<file path="config.mk">
export PLATFORM = sky130hd
export DESIGN_NAME = uart_avmm_bridge_flat
export DESIGN_NICKNAME = d
export VERILOG_FILES = /design/src/rtl/uart_avmm_bridge_if.sv /design/src/rtl/uart_avmm_bridge.sv /design/src/flat_wrapper.sv
export SDC_FILE = /design/constraint.sdc
export NUM_CORES = 1
export LEC_CHECK = 0
export ABC_AREA = 1
export CORE_UTILIZATION = 49
export DETAILED_ROUTE_END_ITERATION = 10
export PLACE_DENSITY_LB_ADDON = 0.1
export SYNTH_ARGS = -nofsm -noshare
export SYNTH_HDL_FRONTEND = slang
export SYNTH_SLANG_ARGS = --single-unit
</file>
<file path="constraint.sdc">
create_clock -name clk -period 3.8 [get_ports clk]
set_clock_uncertainty 0.1 [all_clocks]
set_input_delay 0.76 -clock clk [delete_from_list [all_inputs] [get_ports clk]]
set_output_delay 0.76 -clock clk [all_outputs]
set_load 0.005 [all_outputs]
</file>
<file path="src/rtl/uart_avmm_bridge_if.sv">
// Signal bundle between the bridge, the UART byte streams and the Avalon-MM interconnect.
// master is the bridge's view; slave is the surrounding system's view.
interface uart_avmm_bridge_if #(
  parameter int unsigned ADDR_W = 3
);
  logic [7:0]        rx_data_i;
  logic              rx_perr_i;
  logic              rx_valid_i;
  logic [7:0]        tx_data_o;
  logic              tx_valid_o;
  logic              tx_ready_i;
  logic [ADDR_W-1:0] avmm_address_o;
  logic              avmm_write_o;
  logic              avmm_read_o;
  logic [31:0]       avmm_writedata_o;
  logic [3:0]        avmm_byteenable_o;
  logic              avmm_waitrequest_i;
  logic [31:0]       avmm_readdata_i;
  logic              avmm_readdatavalid_i;

  modport master (
    input  rx_data_i, rx_perr_i, rx_valid_i, tx_ready_i,
    input  avmm_waitrequest_i, avmm_readdata_i, avmm_readdatavalid_i,
    output tx_data_o, tx_valid_o,
    output avmm_address_o, avmm_write_o, avmm_read_o, avmm_writedata_o, avmm_byteenable_o
  );

  modport slave (
    output rx_data_i, rx_perr_i, rx_valid_i, tx_ready_i,
    output avmm_waitrequest_i, avmm_readdata_i, avmm_readdatavalid_i,
    input  tx_data_o, tx_valid_o,
    input  avmm_address_o, avmm_write_o, avmm_read_o, avmm_writedata_o, avmm_byteenable_o
  );
endinterface

</file>
<file path="src/rtl/uart_avmm_bridge.sv">
// UART-framed Avalon-MM master: parses write/read frames from the rx byte stream,
// performs one single-word bus access and answers with ACK, NAK or four read-data bytes.
module uart_avmm_bridge #(
  parameter int unsigned ADDR_W         = 3,
  parameter int unsigned TIMEOUT_CYCLES = 100000
) (
  input  logic                clk,
  input  logic                reset_n,
  uart_avmm_bridge_if.master  bus
);

  localparam logic [7:0] SofWr = 8'hA5;
  localparam logic [7:0] SofRd = 8'h5A;
  localparam logic [7:0] Ack   = 8'h06;
  localparam logic [7:0] Nak   = 8'h15;

  localparam int unsigned ToW    = $clog2(TIMEOUT_CYCLES + 1);
  localparam logic [ToW-1:0] ToLast = ToW'(TIMEOUT_CYCLES - 1);

  typedef enum logic [2:0] {
    StIdle, StAddr, StData, StBusWr, StBusRd, StRdWait, StResp
  } state_e;

  state_e         state_q;
  logic           is_wr_q;
  logic [1:0]     byte_cnt_q;
  logic [ToW-1:0] to_cnt_q;
  logic [31:0]    resp_q;       // read-data bytes still to be sent, next byte in [7:0]
  logic [1:0]     resp_left_q;  // bytes remaining after the one on tx_data_o

  assign bus.avmm_byteenable_o = (bus.avmm_write_o || bus.avmm_read_o) ? 4'hF : 4'h0;

  always_ff @(posedge clk or negedge reset_n) begin
    if (!reset_n) begin
      state_q              <= StIdle;
      is_wr_q              <= 1'b0;
      byte_cnt_q           <= 2'd0;
      to_cnt_q             <= '0;
      resp_q               <= 32'h0;
      resp_left_q          <= 2'd0;
      bus.tx_data_o        <= 8'h00;
      bus.tx_valid_o       <= 1'b0;
      bus.avmm_address_o   <= '0;
      bus.avmm_write_o     <= 1'b0;
      bus.avmm_read_o      <= 1'b0;
      bus.avmm_writedata_o <= 32'h0;
    end else begin
      unique case (state_q)
        StIdle: begin
          if (bus.rx_valid_i) begin
            to_cnt_q   <= '0;
            byte_cnt_q <= 2'd0;
            if (bus.rx_perr_i || !(bus.rx_data_i == SofWr || bus.rx_data_i == SofRd)) begin
              state_q        <= StResp;
              bus.tx_valid_o <= 1'b1;
              bus.tx_data_o  <= Nak;
              resp_left_q    <= 2'd0;
            end else begin
              is_wr_q <= (bus.rx_data_i == SofWr);
              state_q <= StAddr;
            end
          end
        end

        StAddr, StData: begin
          if (bus.rx_valid_i) begin
            to_cnt_q <= '0;
            if (bus.rx_perr_i) begin
              state_q        <= StResp;
              bus.tx_valid_o <= 1'b1;
              bus.tx_data_o  <= Nak;
              resp_left_q    <= 2'd0;
            end else if (state_q == StAddr) begin
              bus.avmm_address_o <= bus.rx_data_i[ADDR_W-1:0];
              byte_cnt_q         <= 2'd0;
              if (is_wr_q) begin
                state_q <= StData;
              end else begin
                state_q         <= StBusRd;
                bus.avmm_read_o <= 1'b1;
              end
            end else begin
              bus.avmm_writedata_o <= {bus.rx_data_i, bus.avmm_writedata_o[31:8]};
              byte_cnt_q           <= byte_cnt_q + 2'd1;
              if (byte_cnt_q == 2'd3) begin
                state_q          <= StBusWr;
                bus.avmm_write_o <= 1'b1;
              end
            end
          end else if (to_cnt_q == ToLast) begin
            // Host went quiet mid-frame: drop it without answering.
            state_q  <= StIdle;
            to_cnt_q <= '0;
          end else begin
            to_cnt_q <= to_cnt_q + ToW'(1);
          end
        end

        StBusWr: begin
          if (!bus.avmm_waitrequest_i) begin
            bus.avmm_write_o <= 1'b0;
            state_q          <= StResp;
            bus.tx_valid_o   <= 1'b1;
            bus.tx_data_o    <= Ack;
            resp_left_q      <= 2'd0;
          end
        end

        StBusRd: begin
          if (!bus.avmm_waitrequest_i) begin
            bus.avmm_read_o <= 1'b0;
            if (bus.avmm_readdatavalid_i) begin
              state_q        <= StResp;
              bus.tx_valid_o <= 1'b1;
              bus.tx_data_o  <= bus.avmm_readdata_i[7:0];
              resp_q         <= {8'h00, bus.avmm_readdata_i[31:8]};
              resp_left_q    <= 2'd3;
            end else begin
              state_q <= StRdWait;
            end
          end
        end

        StRdWait: begin
          if (bus.avmm_readdatavalid_i) begin
            state_q        <= StResp;
            bus.tx_valid_o <= 1'b1;
            bus.tx_data_o  <= bus.avmm_readdata_i[7:0];
            resp_q         <= {8'h00, bus.avmm_readdata_i[31:8]};
            resp_left_q    <= 2'd3;
          end
        end

        StResp: begin
          if (bus.tx_ready_i) begin
            if (resp_left_q == 2'd0) begin
              bus.tx_valid_o <= 1'b0;
              state_q        <= StIdle;
            end else begin
              bus.tx_data_o <= resp_q[7:0];
              resp_q        <= {8'h00, resp_q[31:8]};
              resp_left_q   <= resp_left_q - 2'd1;
            end
          end
        end

        default: state_q <= StIdle;
      endcase
    end
  end

endmodule
</file>
<file path="src/flat_wrapper.sv">
// flat-port wrapper written by rule: the top's interface ports become plain ports
module uart_avmm_bridge_flat 
#(
  parameter int unsigned ADDR_W         = 3,
  parameter int unsigned TIMEOUT_CYCLES = 100000
)
  (clk, reset_n, bus_rx_data_i, bus_rx_perr_i, bus_rx_valid_i, bus_tx_ready_i, bus_avmm_waitrequest_i, bus_avmm_readdata_i, bus_avmm_readdatavalid_i, bus_tx_data_o, bus_tx_valid_o, bus_avmm_address_o, bus_avmm_write_o, bus_avmm_read_o, bus_avmm_writedata_o, bus_avmm_byteenable_o);
  uart_avmm_bridge_if #(.ADDR_W(ADDR_W)) bus_i ();
  input  logic clk;
  input  logic reset_n;
  input wire logic [$bits(bus_i.rx_data_i)-1:0] bus_rx_data_i;
  input wire logic [$bits(bus_i.rx_perr_i)-1:0] bus_rx_perr_i;
  input wire logic [$bits(bus_i.rx_valid_i)-1:0] bus_rx_valid_i;
  input wire logic [$bits(bus_i.tx_ready_i)-1:0] bus_tx_ready_i;
  input wire logic [$bits(bus_i.avmm_waitrequest_i)-1:0] bus_avmm_waitrequest_i;
  input wire logic [$bits(bus_i.avmm_readdata_i)-1:0] bus_avmm_readdata_i;
  input wire logic [$bits(bus_i.avmm_readdatavalid_i)-1:0] bus_avmm_readdatavalid_i;
  output wire logic [$bits(bus_i.tx_data_o)-1:0] bus_tx_data_o;
  output wire logic [$bits(bus_i.tx_valid_o)-1:0] bus_tx_valid_o;
  output wire logic [$bits(bus_i.avmm_address_o)-1:0] bus_avmm_address_o;
  output wire logic [$bits(bus_i.avmm_write_o)-1:0] bus_avmm_write_o;
  output wire logic [$bits(bus_i.avmm_read_o)-1:0] bus_avmm_read_o;
  output wire logic [$bits(bus_i.avmm_writedata_o)-1:0] bus_avmm_writedata_o;
  output wire logic [$bits(bus_i.avmm_byteenable_o)-1:0] bus_avmm_byteenable_o;
  assign bus_i.rx_data_i = bus_rx_data_i;
  assign bus_i.rx_perr_i = bus_rx_perr_i;
  assign bus_i.rx_valid_i = bus_rx_valid_i;
  assign bus_i.tx_ready_i = bus_tx_ready_i;
  assign bus_i.avmm_waitrequest_i = bus_avmm_waitrequest_i;
  assign bus_i.avmm_readdata_i = bus_avmm_readdata_i;
  assign bus_i.avmm_readdatavalid_i = bus_avmm_readdatavalid_i;
  assign bus_tx_data_o = bus_i.tx_data_o;
  assign bus_tx_valid_o = bus_i.tx_valid_o;
  assign bus_avmm_address_o = bus_i.avmm_address_o;
  assign bus_avmm_write_o = bus_i.avmm_write_o;
  assign bus_avmm_read_o = bus_i.avmm_read_o;
  assign bus_avmm_writedata_o = bus_i.avmm_writedata_o;
  assign bus_avmm_byteenable_o = bus_i.avmm_byteenable_o;
  uart_avmm_bridge #(.ADDR_W(ADDR_W), .TIMEOUT_CYCLES(TIMEOUT_CYCLES)) u_core (.clk(clk), .reset_n(reset_n), .bus(bus_i));
endmodule
</file>
==> metrics.txt, run 1 <==
status=completed; crit path kind=input port to flop; PwrDens=719.7 nW/µm²; Hold Violations, Final=0; crit share post-route=69.84%; Post-synth EDFFs=0; die width=100.8 µm; CP required=3.95 ns; worst reg-to-reg path cell count=7; cell taking the most area after synthesis=dfrtp_1; Setup TNS Final=0 ns; fmax=376.8 MHz; RSZ-0062 raised after global routing=false; post-route cell area=6011 µm²; Fillers=884; CP arrival=2.80 ns; Critical Path End Type=flop; fin crit period=2.654 ns; IO Count=97; Die Height=100.8 µm; most frequent cells in the layout=153 x nand2_1, 95 x clkdlybuf4s50_1, 95 x dfrtp_1, 73 x inv_1, 61 x o21ai_0; Reg2Reg Setup Slack=1.41 ns; CTS Buf Count=9; H-tree depth=3; final antenna-violating net count=0; peak supply drop=0.3625 mV; Seq/Total Area, Yosys=49.66%; cell family with most CP delay=buffers and inverters; Routed WL per cell=12.65 µm; Async S/R FF share, synth=100.0%; Rel. slew slack=45.45%; diode count=0; Hold Crit Class=input port to asynchronous set/reset pin; CTS root buf=clkbuf_8; Synth Flop Type=dfrtp_1; Rows=35; number of setup buffers added after CTS=0; # clock sinks=95; Final nets=736; Syn Std Cell Area=4787 µm²; starting density of the core=51.08%; via total after detailed routing=4083; Unique masters post-synth=37; Cell Chain, Critical Path=clkdlybuf4s50_1, inv_1, nor2_1, nand3_2, buf_4, mux2_1; DR pass1 iterations=4; clock slew at reported path FFs=0.11 ns; Startpoint Class=input port; Layout area overhead=25.56%; yosys synthesis warning count=0; post-synth top area share=49.66%; Worst-Margin Slew=0.8183 ns; first-pass GRT wire length=17920 µm; Critical Path Slowest Stage Cell=clkdlybuf4s50_1; CORE AREA=9371 µm²; Pins Over Slew Limit=0; later-pin clock latency in the skew report=0.36 ns; Max-Cap Viols=0; PortBufs=96; Post-Syn Area per Cell=8.019 µm²; Net Count, Synth=647; Total Wirelength=10370 µm; die area=10170 µm²; Lkg Pwr=2.877 nW; vias in the first global route=3945; DRC=0; CP max stage delay=0.54 ns; proportion of layout cells with a drive suffix above 1=9.117%; Seq cells post-synth=95; DRT iter0 DRCs=173; gate count of the mapped netlist=597; final-report setup violation count=0; commonest non-fill, non-tap cell in the layout=nand2_1; total gr overflow=0; gr usage total=22.26%; hpwl dp=7715 µm; Crit path depth=6; Tot Pwr=4.326 mW; Buf/Inv on CP=3; area post-placement=5801 µm²; via/cell ratio=4.979; Sequential Area=2377 µm²; Max FO, Critical Path=32; PostCTS Resize Cnt=0; Clock Path Buffers=2; TritonCTS clock tree=yes; multi-input logic area=1963 µm²; Synth area leaders=dfrtp_1 50%, nand2_1 12%, o21ai_0 6.4%, inv_1 5.7%, nand3_1 4.5%; initial antenna violation count=0; pin count of the biggest net entering global routing=67; # hold bufs at CTS=0; Placer Congestion=0.8417
## synth_stat cells (2+ instances only)
library cell,instances
nand2_1,153
dfrtp_1,95
inv_1,73
o21ai_0,61
nor2_1,53
nand3_1,43
a21oi_1,13
o21ai_1,10
nand4_1,9
nand2_2,7
nor3_1,7
o21ai_2,7
buf_2,6
clkbuf_1,6
inv_2,6
mux2_2,6
buf_4,5
buf_6,5
nor2_4,4
ha_1,3
nand3_2,3
nor2_2,3
xor2_1,3
a31oi_1,2
mux2_1,2
## worst register-to-register path: cells and delay by family, from the launching register on
kind / cells / cell delay (ns)
buffers and inverters: 1 / 0.41
AOI/OAI and AO/OA: 3 / 0.39
and+or+nand+nor: 3 / 0.73
DFF: 1 / 0.68
## metal layers
metal / wire (µm) / track usage [%]
met1: 5002 / 30.67
met2: 4724 / 35.83
met3: 566 / 5.964
met4: 76 / 4.013
met5: 0 / 0
## path summary, 6_finish.rpt
path	from	endpoint
hold reg to reg	u_core.bus.tx_data_o[7]$_DFFE_PN0P_	u_core.bus.tx_data_o[7]$_DFFE_PN0P_
hold / removal	reset_n	u_core.to_cnt_q[10]$_DFFE_PN0P_
setup reg to reg	u_core.state_q[2]$_DFFE_PN0P_	u_core.resp_q[17]$_DFFE_PN0P_
max in group asynchronous	reset_n	u_core.resp_q[1]$_DFFE_PN0P_
setup / recovery	bus_rx_valid_i	u_core.bus.avmm_writedata_o[5]$_DFFE_PN0P_
min in group clk	u_core.bus.tx_data_o[7]$_DFFE_PN0P_	u_core.bus.tx_data_o[7]$_DFFE_PN0P_
## kinds of logic (layout without fill, tap and decap cells)
kind of cell | after synthesis | after routing | share of synthesized area, %
mux | 8 | 8 | 1.882
simple gates | 285 | 285 | 26.16
flops | 95 | 95 | 49.66
compound gates | 99 | 99 | 11.29
fa+ha+maj | 3 | 3 | 0.7842
buf+inv | 103 | 197 | 9.488
xor+xnor | 4 | 4 | 0.7320
## sequential cells by signal (all words and copies together) (netlist names)
signal                       flops
u_core.resp_left_q               2
u_core.bus.avmm_writedata_o     32
u_core.resp_q                   24
u_core.bus.avmm_address_o        3
u_core.bus.avmm_write_o          1
u_core.bus.tx_valid_o            1
u_core.to_cnt_q                 17
u_core.is_wr_q                   1
u_core.bus.tx_data_o             8
u_core.bus.avmm_read_o           1
u_core.state_q                   3
u_core.byte_cnt_q                2
## where the power goes
part | internal [mW] | total [mW] | switching (mW)
sequential | 1.40 | 1.65 | 0.251
clock | 0.320 | 0.709 | 0.390
combinational | 0.899 | 1.97 | 1.07
total | 2.62 | 4.33 | 1.71
## layout make-up
class / count / share of cell area, %
Clock inverter: 7 / 1.436
Timing Repair Buffer: 101 / 16.57
Multi-Input combinational cell: 399 / 32.66
Inverter: 80 / 5.037
Tap cell: 129 / 2.685
Clock buffer: 9 / 2.061
Sequential cell: 95 / 39.55
## stage by stage
stage	setup slack, ns	utilization, %	instances	hold slack (ns)
finish	1.146	64.14	820	0.3786
global route	0.9367	64.14	820	0.4112
CTS	1.147	64.14	820	0.3848
detailed placement	0.7723	61.90	804	0.3593
global placement	0.8536	61.90	804	0.3552
floorplan	1.988	-	597	0.3419
No activity file was read; power rests on OpenSTA's default activity.
==> run 2: changes to the inputs <==
Settings changed: CORE_UTILIZATION 49 to 47.
Clock period 3.8 ns to 2.2 ns, I/O delays scaled along.
==> run 2 against run 1 <==
Net effect:
- register-to-register slack got worse by 1.1 ns
- sequential share of layout area decreased by 0.81 points
- via count increased by 0.78%
- clock power increased by 96%
- die area increased by 4.2%
- highest routed layer unchanged
- largest cell class unchanged
- utilization decreased by 1.6 points
- critical path depth decreased by 4
==> metrics.txt, run 2 (synthesis gave the netlist of run 1 again) <==
Layout area overhead=28.25%; peak supply drop=0.6208 mV; Final Util=62.53%; CP arrival=1.54 ns; Max FO, Critical Path=4; Final nets=741; PwrDens=1260 nW/µm²; Most flops, register=u_core.bus.avmm_writedata_o; gr usage total=21.69%; Largest register FFs=32; total gr overflow=0; CP max stage delay=0.46 ns; Hold Violations, Final=0; Pins Over Slew Limit=0; initial antenna violation count=0; Max-Cap Viols=0; crit path kind=flop to output pin; later-pin clock latency in the skew report=0.36 ns; DRT iter0 DRCs=185; cell family with most CP delay=buffers and inverters; Cell Chain, Critical Path=or2_2, clkdlybuf4s50_1; Critical Path Slowest Stage Cell=clkdlybuf4s50_1; Worst-Margin Slew=0.4522 ns; Post-Place Cells=812; H-tree depth=3; DR pass1 iterations=5; PortBufs=96; status=completed; hpwl dp=7625 µm; IO Count=97; pin count of the biggest net entering global routing=60; Crit path depth=2; Startpoint Class=flop; Reg2Reg Setup Slack=0.30 ns; Layout Cells excl Fill=829; Total Wirelength=10440 µm; CTS root buf=clkbuf_8; die width=102.9 µm; CP required=1.66 ns; crit share post-route=94.49%; commonest non-fill, non-tap cell in the layout=nand2_1; vias in the first global route=3875; biggest regs=u_core.bus.avmm_writedata_o: 32 flops, u_core.resp_q: 24 flops, u_core.to_cnt_q: 17 flops; most frequent cells in the layout=153 x nand2_1, 95 x clkdlybuf4s50_1, 94 x dfrtp_1, 73 x inv_1, 61 x o21ai_0; CORE AREA=9819 µm²; TritonCTS clock tree=yes; starting density of the core=48.75%; Lkg Pwr=2.933 nW; area post-placement=5886 µm²; clock slew at reported path FFs=0.09 ns; CTS Buf Count=9; Tot Pwr=7.739 mW; fin crit period=2.079 ns; via total after detailed routing=4115; worst reg-to-reg path cell count=9; Buf/Inv on CP=1; via/cell ratio=4.964; Rows=36; Hold Crit Class=flop to flop; Setup TNS Final=0 ns; RSZ-0062 raised after global routing=false; final antenna-violating net count=0; Rel. slew slack=69.85%; Routed WL per cell=12.59 µm; Placer Congestion=0.8972; proportion of layout cells with a drive suffix above 1=9.626%; hold depth=2; diode count=0; Critical Path End Type=output pin; Die Height=102.9 µm; first-pass GRT wire length=17880 µm; fmax=481.0 MHz; DRC=0; # clock sinks=95; final-report setup violation count=0; Clock Path Buffers=2; die area=10590 µm²; number of setup buffers added after CTS=0; post-route cell area=6140 µm²
[run 2: cell count changes in the layout (fill, tap and decap cells not counted), sizes merged]
| cell | change |
|---|---|
| buf | +4 |
| bufinv | +2 |
| inv | -2 |
| clkbuf | +1 |
| clkinv | -1 |
| dlygate4sd3 | +1 |
[run 2: per-layer routing]
metal  track usage, %  vias to the layer above  routed length (µm)
met1            29.61                     1918                4886
li1                 -                     2086                   -
met5                0                        -                   0
met3            5.559                        7                 664
met4            5.959                        0                  99
met2            34.41                      104                4785
[run 2: repair_timing]
action                                  CTS  global route
endpoints found under the setup margin    0             1
hold buffers                              1             0
hold endpoints to repair                 30             0
gates resized for setup                   0             1
[run 2: path summary, 6_finish.rpt]
| kind | from | to |
|---|---|---|
| max | u_core.bus.avmm_read_o$_DFFE_PN0P_ | bus_avmm_byteenable_o[2] |
| min | u_core.bus.tx_data_o[5]$_DFFE_PN0P_ | u_core.bus.tx_data_o[5]$_DFFE_PN0P_ |
| max reg2reg | u_core.state_q[1]$_DFFE_PN0P_ | u_core.resp_left_q[1]$_DFFE_PN0P_ |
| min reg2reg | u_core.bus.tx_data_o[5]$_DFFE_PN0P_ | u_core.bus.tx_data_o[5]$_DFFE_PN0P_ |
| max in group asynchronous | reset_n | u_core.state_q[2]$_DFFE_PN0P_ |
| min in group asynchronous | reset_n | u_core.to_cnt_q[14]$_DFFE_PN0P_ |
[run 2: through the flow]
step,hold slack (ns),worst slack [ns]
2_1_floorplan,0.04441,0.6355
3_3_place_gp,0.3176,0.1275
3_5_place_dp,0.3207,0.09767
4_1_cts,0.3832,0.08849
5_1_grt,0.4068,0.05105
6_report,0.3780,0.1212
[run 2: cell type report]
type                       count  area (µm²)
clock buffer                  10       127.6
clock inverter                 6       115.1
fill                         903        3680
inverter                      80       302.8
multi-input combinational    399        1963
sequential                    95        2379
tap                          133       166.4
timing repair buffer         106        1086
[run 2: where the power goes]
part / internal [mW] / switching [mW] / leakage, nW / total (mW)
Clock: 0.764 / 0.622 / 0.117 / 1.39
Combinational: 1.63 / 1.87 / 1.62 / 3.50
Sequential: 2.42 / 0.438 / 1.20 / 2.85
Total: 4.81 / 2.93 / 2.93 / 7.74
[run 2: worst reg2reg max path: stages, from the launching register on]
cell     delay (ns)
dfrtp_1        0.63
nand2_2        0.16
nand2_2        0.15
nor2_2         0.09
nand2_2        0.08
nand3_1        0.09
nor2_2         0.12
nand3_2        0.20
nand2_1        0.12
nand2_1        0.05
